**src/rtl/contador_regressivo.sv**
```systemverilog
// N-bit synchronous down counter with load, cascade enables (ent/enp), ripple
// borrow out, optional auto-reload from the last loaded value, and a registered underflow pulse.
module contador_regressivo #(
    parameter int N   = 4,
    parameter int MAX = 15
) (
    input  logic         clock,
    input  logic         clr,
    input  logic         ld,
    input  logic         ent,
    input  logic         enp,
    input  logic         auto,
    input  logic [N-1:0] D,
    output logic [N-1:0] Q,
    output logic         rbo,
    output logic         zero,
    output logic         fim
);

    localparam logic [N-1:0] MAX_V = N'(MAX);

    logic [N-1:0] r_q;
    logic [N-1:0] r_reload;
    logic         r_fim;
    logic         w_zero;
    logic         w_count;
    logic [N-1:0] w_wrap;

    assign w_zero  = (r_q == {N{1'b0}});
    assign w_count = ent & enp;
    assign w_wrap  = auto ? r_reload : MAX_V;

    // Count state: load has priority over counting; underflow wraps and pulses fim.
    always_ff @(posedge clock or negedge clr) begin
        if (!clr) begin
            r_q      <= {N{1'b0}};
            r_reload <= MAX_V;
            r_fim    <= 1'b0;
        end else if (!ld) begin
            r_q      <= D;
            r_reload <= D;
            r_fim    <= 1'b0;
        end else if (w_count) begin
            if (w_zero) begin
                r_q   <= w_wrap;
                r_fim <= 1'b1;
            end else begin
                r_q   <= r_q - N'(1);
                r_fim <= 1'b0;
            end
        end else begin
            r_fim <= 1'b0;
        end
    end

    // Borrow is gated only by ent so a chain of stages ripples through ent.
    assign Q    = r_q;
    assign zero = w_zero;
    assign rbo  = ent & w_zero;
    assign fim  = r_fim;

endmodule

```
**config.mk**
```make
export PLATFORM = sky130hd
export DESIGN_NAME = contador_regressivo
export DESIGN_NICKNAME = d
export VERILOG_FILES = /design/src/rtl/contador_regressivo.sv
export SDC_FILE = /design/constraint.sdc
export NUM_CORES = 1
export LEC_CHECK = 0
export CELL_PAD_IN_SITES_DETAIL_PLACEMENT = 0
export CELL_PAD_IN_SITES_GLOBAL_PLACEMENT = 2
export CORE_ASPECT_RATIO = 0.9
export CORE_MARGIN = 4
export CORE_UTILIZATION = 25
export CTS_CLUSTER_DIAMETER = 120
export DETAILED_ROUTE_END_ITERATION = 10
export PLACE_DENSITY = 0.73
export SLEW_MARGIN = 20
export SYNTH_ARGS = -nofsm -noshare
export SYNTH_HDL_FRONTEND = slang
export SYNTH_SLANG_ARGS = --single-unit
```
**constraint.sdc**
```tcl
create_clock -name clock -period 2.33 [get_ports clock]
set_input_delay 0.466 -clock clock [delete_from_list [all_inputs] [get_ports clock]]
set_output_delay 0.466 -clock clock [all_outputs]
set_load 0.02 [all_outputs]
```
==> flow_metrics.tcl <==
set metrics [dict create \
    final-hold-violation-count 0 \
    clk_latency_ns 0.26 \
    peakVddDrop_uv 392.7 \
    syn_area_um2 501.7 \
    start_util_pct 26.21 \
    synth_top_cell_by_area "dfrtp_1" \
    dr.pass1.iters 4 \
    hp-class "in2async" \
    cts_hold_buf 0 \
    drc_errors 0 \
    critPathMaxFanout 4 \
    synth-seq-cells 9 \
    worstPathRequired_ns 1.86 \
    antenna_cells 0 \
    die_w_um 55.22 \
    antenna_found_initial 0 \
    startpoint "Q[1]" \
    layout-drive-gt1-share_pct 29.73 \
    grt_pass1_wl_um 2152 \
    fin_skew_ns 0.001339 \
    use_met2_pct 17.52 \
    critical_path_class "reg2out" \
    grt.busiest_layer "met2" \
    nNetsFinal 86 \
    viasPerCell 4.808 \
    rows 15 \
    tightest_slew_ns 0.4395 \
    overflow 0 \
    netlist_instances 48 \
    grtUsageMet3_pct 4.884 \
    r2r_slack_ns 0.65 \
    synth_edf_count 0 \
    cp.arrival_ns 1.80 \
    vias 476 \
    relSlewSlack_pct 70.61 \
    cts_buffers 3 \
    groute.layer.met1.usage_pct 11.42 \
    cp-end-kind "output pin" \
    gp_congestion 0.7719 \
    reg2reg_from "Q[1]" \
    clkSlewWorstSetupHoldPaths_ns 0.06 \
    grt_max_degree 10 \
    cts_tree "built" \
    crit_end "rbo" \
    utilization_pct 40.00 \
    rsz0062_at_grt "no" \
    seq_area_frac_synth_pct 45.89 \
    drv_slew 0 \
    synthDominantCellAreaShare_pct 24.94 \
    die-area_um2 2789 \
    synthDistinctLibCells 28 \
    ant_nets 0 \
    syn_nets 59 \
    fp.dieH_um 50.50 \
    status "complete, no violations" \
    clock_tree.root_cell "clkbuf_4" \
    ios 17 \
    ys.flop_type "dfrtp_1" \
    cts-htree-levels 1 \
    layout_min_cycle_time_ns 2.261 \
    core_area_um2 1914 \
    avgSynthCellArea_um2 10.45 \
    routed_wl_um 1311 \
    r2r_end "Q[1]" \
    drv_cap 0 \
    period_share_pct 97.04 \
    reg2reg_depth 6 \
    p_per_area_nw_per_um2 573.3 \
    max_freq_mhz 442.3 \
    wl_per_cell_um 13.24 \
    yosys_warnings 0 \
    io_buffers 16 \
    syn2layout_area_growth_pct 52.62 \
    async_reset_ff_share_pct 100.0 \
    grt_pass1_vias 470 \
    synthTopCellsByArea "dfrtp_1 (25%), dfstp_2 (21%), mux2_2 (6.7%), a31oi_1 (3.7%), nor2b_1 (3.7%)" \
    grtUsageTotal_pct 10.37 \
    cts_buffer_depth 2 \
    setup_viol 0 \
    start_kind "flip-flop" \
    fin_tns_setup_ns 0 \
    cts_sinks 9 \
    cts_setup_buffers 0 \
    drtIter0Drc 11 \
    p_leak_uw 0.0003327 \
]
==> per-stage QoR <==
step	cell area, um2	hold WS [ns]	setup WS [ns]	total power, uW	std cells
5_1_grt	765.7	0.5399	0.005051	469.8	99
3_3_place_gp	740.7	0.5159	0.08610	324.6	95
6_report	765.7	0.5174	0.06886	439.0	99
2_1_floorplan	501.7	0.1704	0.3957	252.2	48
4_1_cts	764.5	0.5265	0.01739	448.1	99
3_5_place_dp	740.7	0.5274	0.04684	324.8	95
==> report_power, final <==
group / internal (uW) / switching, uW / leakage, uW
clock network: 65.9 / 52.4 / 0.0000150
registers: 176 / 7.60 / 0.000103
logic: 72.6 / 64.5 / 0.000215
total: 315 / 124 / 0.000333
==> cells by family (layout without fill, tap and decap cells) <==
kind of cell             Yosys count  count (layout)  share of synthesized area (%)
AND/OR/NAND/NOR                   17              17                          21.45
AO/OA/AOI/OAI                     12              12                          17.70
flip-flops                         9               9                          45.89
buffers and inverters              6              32                          5.734
multiplexers                       3               3                          6.733
adder cells (fa/ha/maj)            1               1                          2.493
==> critical path: stages, from the launching register on <==
cell and delay, ns:
dfrtp_1 0.39, inv_1 0.08, ha_1 0.17, or3b_4 0.42
clkinv_4 0.07, and2_2 0.13, clkdlybuf4s15_1 0.29
==> layer usage <==
metal  wire (um)  part of all wire (%)
met5           0                     0
met4          14                   1.1
met3          73                   5.6
met2         653                    50
met1         569                    43
==> layout make-up <==
cell class	count	area [um2]
clock buffer	4	26.28
fill	201	1149
inverter	5	23.77
multi-input combinational	33	242.7
sequential	9	230.2
tap	25	31.28
timing repair buffer	23	211.5
==> cells in the mapped netlist, types with 2 or more instances <==
cell type and instances:
inv_1 4, dfstp_2 4, nand3_1 2, nor2b_1 3, nand2_1 2, a31oi_1 3
dfrtp_1 5, nor2_1 2, mux2_2 3, a21o_1 2
==> worst min path at each step <==
stage                 from          end  slack, ns  cells after the start
2_1_floorplan          clr         Q[0]       0.17                      0
3_3_place_gp   r_reload[3]  r_reload[3]       0.52                      1
3_5_place_dp   r_reload[1]  r_reload[1]       0.53                      1
4_1_cts                clr         Q[0]       0.53                      1
5_1_grt                clr         Q[3]       0.54                      1
6_report               clr         Q[3]       0.52                      1
==> flip-flops by register name, indices dropped and copies added (netlist names) <==
register	count
Q	4
r_reload	4
fim	1
==> what timing repair did <==
| item | 4_1_cts | 5_1_grt |
|---|---|---|
| resized for setup | 2 | 1 |
| hold endpoints to repair | 0 | 0 |
| setup endpoints to repair | 2 | 1 |
==> placed cells by master (no fill, tap or decap), types with 2 or more instances in the layout <==
master           Yosys  final
clkbuf_4             0      3
buf_4                0      7
inv_1                4      4
dfstp_2              4      4
mux2_2               3      3
nand2_1              2      2
dfrtp_1              5      5
nor2b_1              3      3
a21o_1               2      2
nor2_1               2      2
a31oi_1              3      3
nand3_1              2      2
clkdlybuf4s50_1      0     14
Note: power is estimated with default switching activity, not from simulation.
